`config.mk`:
```
export PLATFORM = sky130hd
export DESIGN_NAME = mem_arbiter
export DESIGN_NICKNAME = d
export VERILOG_FILES = /design/src/rtl/mem_arbiter.sv
export SDC_FILE = /design/constraint.sdc
export NUM_CORES = 1
export LEC_CHECK = 0
export ABC_AREA = 1
export CAP_MARGIN = 10
export CELL_PAD_IN_SITES_DETAIL_PLACEMENT = 1
export CELL_PAD_IN_SITES_GLOBAL_PLACEMENT = 1
export CORE_MARGIN = 4
export CORE_UTILIZATION = 28
export DETAILED_ROUTE_END_ITERATION = 12
export GPL_ROUTABILITY_DRIVEN = 1
export PLACE_DENSITY = 0.82
export SETUP_SLACK_MARGIN = 0.15
export SKIP_CTS_REPAIR_TIMING = 1
export SLEW_MARGIN = 20
export SYNTH_ARGS = -nofsm -noshare
export SYNTH_HDL_FRONTEND = slang
export SYNTH_SLANG_ARGS = --single-unit
```
`constraint.sdc`:
```
create_clock -name clk -period 1.25 [get_ports clk]
set_input_delay 0.3125 -clock clk [delete_from_list [all_inputs] [get_ports clk]]
set_output_delay 0.3125 -clock clk [all_outputs]
set_load 0.005 [all_outputs]
```
`src/rtl/mem_arbiter.sv`:
```
// mem_arbiter
// Shares the single-port instruction/data memory between the CPU port and the
// loader/debug port. Each granted access runs through a fixed-latency memory
// cycle (ACC, MEM_LAT cycles). It is followed by one DONE cycle in which the
// owner's completion pulse is raised. When both ports request at the same
// time, the port that was not served last wins, so the two ports alternate.
//
// Ports
//   clk, reset                   clock, asynchronous active-high reset
//   cpu_memread / cpu_memwrite   CPU request levels (both high = write)
//   cpu_adr, cpu_wd              CPU address / write data
//   cpu_rd, cpu_ready            CPU read data (held), completion pulse
//   ldr_req, ldr_we              loader request level, write(1)/read(0)
//   ldr_adr, ldr_wd              loader address / write data
//   ldr_rd, ldr_ack              loader read data (held), completion pulse
//   mem_re, mem_we               memory enables, high only during ACC
//   mem_adr, mem_wd              latched address / write data
//   mem_rd                       memory read data, valid on the last ACC cycle
module mem_arbiter #(
  parameter int AW      = 8,
  parameter int DW      = 8,
  parameter int MEM_LAT = 1   // legal range 1..7
) (
  input  logic          clk,
  input  logic          reset,
  input  logic          cpu_memread,
  input  logic          cpu_memwrite,
  input  logic [AW-1:0] cpu_adr,
  input  logic [DW-1:0] cpu_wd,
  output logic [DW-1:0] cpu_rd,
  output logic          cpu_ready,
  input  logic          ldr_req,
  input  logic          ldr_we,
  input  logic [AW-1:0] ldr_adr,
  input  logic [DW-1:0] ldr_wd,
  output logic [DW-1:0] ldr_rd,
  output logic          ldr_ack,
  output logic          mem_re,
  output logic          mem_we,
  output logic [AW-1:0] mem_adr,
  output logic [DW-1:0] mem_wd,
  input  logic [DW-1:0] mem_rd
);

  typedef enum logic [1:0] {
    IDLE = 2'd0,
    ACC  = 2'd1,
    DONE = 2'd2
  } state_t;

  localparam logic [2:0] LAST_CNT = 3'(MEM_LAT - 1);

  state_t        r_state;
  state_t        w_next;
  logic [2:0]    r_cnt;
  logic          r_owner;   // 0 = CPU, 1 = loader
  logic          r_last;    // owner of the most recently completed access
  logic          r_we;
  logic [AW-1:0] r_adr;
  logic [DW-1:0] r_wd;
  logic [DW-1:0] r_cpu_rd;
  logic [DW-1:0] r_ldr_rd;

  logic w_cpu_req;
  logic w_grant_ldr;
  logic w_acc_end;

  assign w_cpu_req = cpu_memread | cpu_memwrite;
  // Loader wins when it is the only requester, or on a tie when the CPU was
  // served last (r_last == 0). r_last resets to 1 so the CPU wins the first tie.
  assign w_grant_ldr = ldr_req & (~w_cpu_req | ~r_last);
  assign w_acc_end   = (r_cnt == LAST_CNT);

  assign mem_adr = r_adr;
  assign mem_wd  = r_wd;
  assign cpu_rd  = r_cpu_rd;
  assign ldr_rd  = r_ldr_rd;

  // Next state and the state-decoded outputs. Because the enables and pulses
  // decode the state register directly, reset drops them immediately.
  always_comb begin
    // NOTE: every signal gets a default before the case so that no path
    // leaves it unassigned, which would otherwise infer a latch.
    w_next    = r_state;
    mem_re    = 1'b0;
    mem_we    = 1'b0;
    cpu_ready = 1'b0;
    ldr_ack   = 1'b0;
    case (r_state)
      IDLE: begin
        if (w_cpu_req | ldr_req) w_next = ACC;
      end
      ACC: begin
        mem_re = ~r_we;
        mem_we = r_we;
        if (w_acc_end) w_next = DONE;
      end
      DONE: begin
        cpu_ready = ~r_owner;
        ldr_ack   = r_owner;
        w_next    = IDLE;
      end
      default: w_next = IDLE;
    endcase
  end

  // NOTE: sequential state uses non-blocking assignments only, so every
  // register samples the values from before the clock edge.
  always_ff @(posedge clk or posedge reset) begin
    if (reset) begin
      r_state  <= IDLE;
      r_cnt    <= 3'd0;
      r_owner  <= 1'b0;
      r_last   <= 1'b1;
      r_we     <= 1'b0;
      r_adr    <= '0;
      r_wd     <= '0;
      r_cpu_rd <= '0;
      r_ldr_rd <= '0;
    end else begin
      r_state <= w_next;
      case (r_state)
        IDLE: begin
          if (w_cpu_req | ldr_req) begin
            r_owner <= w_grant_ldr;
            r_adr   <= w_grant_ldr ? ldr_adr : cpu_adr;
            r_wd    <= w_grant_ldr ? ldr_wd  : cpu_wd;
            // A CPU request with both memread and memwrite high is a write.
            r_we    <= w_grant_ldr ? ldr_we  : cpu_memwrite;
            r_cnt   <= 3'd0;
          end
        end
        ACC: begin
          r_cnt <= r_cnt + 3'd1;
          if (w_acc_end) begin
            if (!r_we) begin
              if (r_owner) r_ldr_rd <= mem_rd;
              else         r_cpu_rd <= mem_rd;
            end
            r_last <= r_owner;
          end
        end
        default: ;
      endcase
    end
  end

endmodule
```
* Yosys cells after proc, flatten, opt, wreduce, memory -nomap -nowiden
Index checks and enable logic that the tools add are counted.
** Storage, ports and cells
- Flip-flop bits (word level) :: 40
- Input port bits :: 46
- Output and inout bits :: 36
** Operators by class
- $add $sub $neg :: 1
- Eq/ne operators :: 4
- Muxes and demuxes :: 12
- Bitwise gates (word level) :: 8
- Reduce and logical (&&, ||, !) cells :: 9
** Operators with widths (count)
- 8-bit two-way mux :: 2
- 2-bit AND reduction :: 4
- 4-bit AND reduction :: 2
- 3-bit case mux with 2 select lines :: 1
- 1-bit two-way mux :: 5
- 2-bit two-way mux :: 2
- 2-bit inequality test, second input constant :: 2
- 1-bit inverter :: 4
- 2-bit case mux with 2 select lines :: 1
- 3-bit by 1-bit adder with 3-bit output, second input constant :: 1
- 3-bit logical NOT :: 1
- 3-bit two-way mux :: 1
- 1-bit OR :: 3
- 2-bit by 1-bit equality test with 1-bit output, second input constant :: 1
- 2-bit equality test, second input constant :: 1
- 2-bit logical NOT :: 1
- 2-bit nonzero test :: 1
- 1-bit bitwise AND :: 1

* Longest topological paths before layout
- Depth in word-level cells :: 5
- Depth in mapped cells :: 8
- Gate-level depth less buffers :: 7

* Least setup slack after synthesis
No wires, ideal clock.
- Path type :: register to register
- Start point :: register r_cnt[0]
- End point :: register r_cpu_rd[2], in the netlist cpu_rd[2]
- Arrival time :: 1.200 ns
- Path slack :: -0.069 ns
- Stages on the path, launching flop included :: 9
- Period minus slack after synthesis :: 1.319 ns
- Cells stage by stage :: dfrtp_1 inv_1 ha_1 inv_1 nor2_2 nand3_4 buf_6 nand2_2 o21ai_2
** Between the ends
- Cells in the longest elaborated chain, start to end :: 2
** Ends and longest elaborated chain
- start, declared :: line 55 : logic [2:0] r_cnt;
- start signal, assigned :: line 134 : r_cnt <= r_cnt + 3'd1;
- 3-bit logical NOT :: line 72 : assign w_acc_end = (r_cnt == LAST_CNT);
- 4-bit AND reduction (no line)
- end signal, assigned :: line 138 : else r_cpu_rd <= mem_rd;
- end, declared :: line 61 : logic [DW-1:0] r_cpu_rd;
No other way between the ends.
A chain may end at the register's enable or synchronous reset.

* Worst setup path after layout
- Start point :: register r_state[1]
- End point :: output mem_we
** Between the ends
- Cells in the longest elaborated chain, start to end :: 2
** Ends and longest elaborated chain
- start, declared :: line 53 : state_t r_state;
- start signal, assigned :: line 121 : r_state <= w_next;
- 2-bit by 1-bit equality test with 1-bit output :: line 89 : case (r_state)
- 1-bit two-way mux :: line 89
- end, declared :: line 39 : output logic mem_we,
No other way between the ends.

==> run metrics <==
run status=finished, violations left; failing checks=setup timing; maximum resistive drop on vdd=717 uV; number of distinct library cells after synthesis=24; top-area cell type share of the netlist area=46.4%; Die Width=94.7 um; number of inserted filler cells in the final layout=914; Via Count=2073; total power=7.97 mW; starting utilization of the core area=28.8%; via density per instance=4.32; average size of a mapped cell=8.41 um2; power density over cell area=2260 mW/mm2; Routed wire per std cell=13.8 um; fraction of power consumed by the clock network=10.6%; First-pass DRT Iterations=4; source-to-sink clock delay at the later pin of the worst-skew pair=0.30 ns; Period minus WS final=1.39 ns; number of antenna violations at the first check in global routing=0; slowest stage cell on the critical path=dfrtp_1; Setup Skew=0.0122 ns; Max stage delay on crit path=0.37 ns; FF+latch count, synth=40; crit path DAT=1.07 ns; estimated wirelength of the detail-placed design=4670 um; switch share=40.0%; vias in the first global route=2065; Die Area=0.00896 mm2; growth of design area from synthesis to finish=67.8%; All-Layer GR Usage=13.5%; Row Count=31; normalized max-slew margin=79.7%; largest cells by area after synthesis=dfrtp_1 (46%), nand2_1 (12%), inv_1 (9.1%), nand3_1 (7.9%), o21ai_2 (7.1%); switching pwr=3.19 mW; htree depth=2; ordered list of cells on the worst path=inv_2, nand2_4, nor2_2, buf_2; pre-CTS WS=-0.461 ns; wire length of the first global-routing pass=9510 um; Top delay family on crit path=flip-flops; CTS tree=done; Layout Utilization=48.4%; share of the yosys chip area belonging to registers=47.7%; final non-filler cell area=0.00353 mm2; internal power=4.78 mW; remaining global-route overflow=0; floorplan core area=0.00729 mm2; clock-pin slew reported for the worst setup and hold paths after clock tree synthesis=0.08 ns; wire length reported by the detailed router=6640 um; maximum clock frequency=721 MHz; worst path required time=0.94 ns; Antenna Cells=0; buffers plus inverters on the worst setup path=2; Setup CP Type=flip-flop to output port; part of the power in registers=30.4%; Synth Instances=250; library cell with the largest summed area after synthesis=dfrtp_1; Placed Instances=442; pin slew with the least headroom to its limit=0.303 ns; max-slew violations=0; number of nets in the layout=429; Bufs on Longest Clock Path=2; number of failing hold endpoints at the final stage=0; number of synthesis warnings=0; num ports=82; number of nets in the synthesized netlist=298; Post-DRT Antenna Nets=0; number of sinks handled by clock tree synthesis=40; Port Buffer Count=81; Post-DP Area=0.00317 mm2; number of cells in the finished layout apart from fillers=480; final critical-path setup slack=-0.136 ns; summed instance area of the synthesized netlist=0.00210 mm2; leak pwr=1.83 nW; layout cell share with drive strength beyond 1=43.6%; first-iteration detailed-routing DRC count=32; Setup crit end kind=output port; GP Congestion=0.747; count of final setup violators=21; largest driver fanout on the critical path=4; Num CTS Buffers=5; Setup crit start kind=flip-flop; area taken by multi-input logic gates=997 um2; combinational share of power=59.0%; portion of the clock cycle consumed by the worst path in the final layout=111%; Die Height=94.7 um; DRC violations left=0; Register Area=0.00100 mm2; setup repair after global routing missed its margin=yes; Clock Root Buffer=clkbuf_8; pin count of the biggest net entering global routing=20; max-cap viol count=0; worst min-delay path class=input pin to asynchronous set/reset pin
power groups by stage:
stage / Combinational, mW / Clock (mW) / Sequential (mW)
2_1_floorplan: 1.81 / 0 / 2.43
3_3_place_gp: 3.68 / 0 / 2.42
3_5_place_dp: 3.84 / 0 / 2.44
4_1_cts: 3.86 / 0.851 / 2.43
5_1_grt: 5.20 / 0.907 / 2.50
6_report: 4.70 / 0.845 / 2.42
worst register-to-register path, cell delays in order (launching register included):
cell,delay (ns)
dfrtp_1,0.40
inv_2,0.08
ha_4,0.13
inv_2,0.04
nor2_4,0.12
buf_6,0.15
nand3_4,0.17
nand2_2,0.10
o21ai_2,0.05
sequential cells by signal, summed over array words and instances, names as in the netlist:
signal	cells
r_last	1
cpu_rd	8
r_cnt	3
mem_adr	8
r_owner	1
mem_wd	8
ldr_rd	8
r_we	1
r_state	2
cell usage in the layout, fill, tap and decap left out, types with 9 or more instances in the layout:
cell and instances:
o21ai_2 18, nand2_1 48, buf_2 26, clkdlybuf4s50_1 42, clkbuf_2 9, nand2_2 21
buf_4 35, buf_6 11, nand3_1 32, inv_1 45, dfrtp_1 37
layout make-up:
type                       instances  area share [%]
inverter                          53            5.88
sequential                        40            28.5
timing repair buffer             131            31.6
tap                               99            3.51
clock inverter                     2           0.354
multi-input combinational        150            28.3
clock buffer                       5            1.95
synthesized netlist by cell type:
library cell	number
a21boi_0	1
a21oi_2	2
a21oi_4	1
buf_2	3
buf_4	2
buf_6	4
dfrtp_1	39
dfstp_2	1
ha_1	2
inv_1	51
inv_2	2
nand2_1	66
nand2_2	6
nand2_4	2
nand3_1	33
nand3_4	2
nor2_1	4
nor2_2	2
nor2_8	1
nor3_1	3
o21ai_0	4
o21ai_1	1
o21ai_2	17
o21ai_4	1
path summary, 6_finish.rpt:
check	start	slack [ns]	cells after the start	to
max	r_state[1]	-0.14	4	mem_we
min in group clk	mem_wd[1]	0.48	2	mem_wd[1]
max reg2reg	r_cnt[1]	-0.11	8	cpu_rd[4]
min reg2reg	mem_wd[1]	0.48	2	mem_wd[1]
min	reset	0.33	2	mem_adr[1]
max in group asynchronous	reset	0.56	3	cpu_rd[4]
stage by stage:
stage | setup TNS [ns] | hold slack (ns)
3_3_place_gp | -10.71 | 0.465
6_report | -1.85 | 0.330
5_1_grt | -3.84 | 0.346
2_1_floorplan | 0 | 0.291
3_5_place_dp | -11.94 | 0.468
4_1_cts | -14.47 | 0.351
per-layer routing:
metal  GRT usage (%)  wire (um)
met1            15.8       2630
met5               0          0
met3            4.30        389
met2            23.7       3530
met4            3.49         82
cell families (layout without fill, tap and decap cells):
kind of cell               count (synthesis)  count (layout)  share of synthesized area (%)
AOI/OAI and AO/OA                         27              27                           11.0
adders and majority gates                  2               2                           1.19
buffers and inverters                     62             191                           13.0
DFF                                       40              40                           47.7
and+or+nand+nor                          119             121                           27.1
No activity file was read; power rests on OpenSTA's default activity.
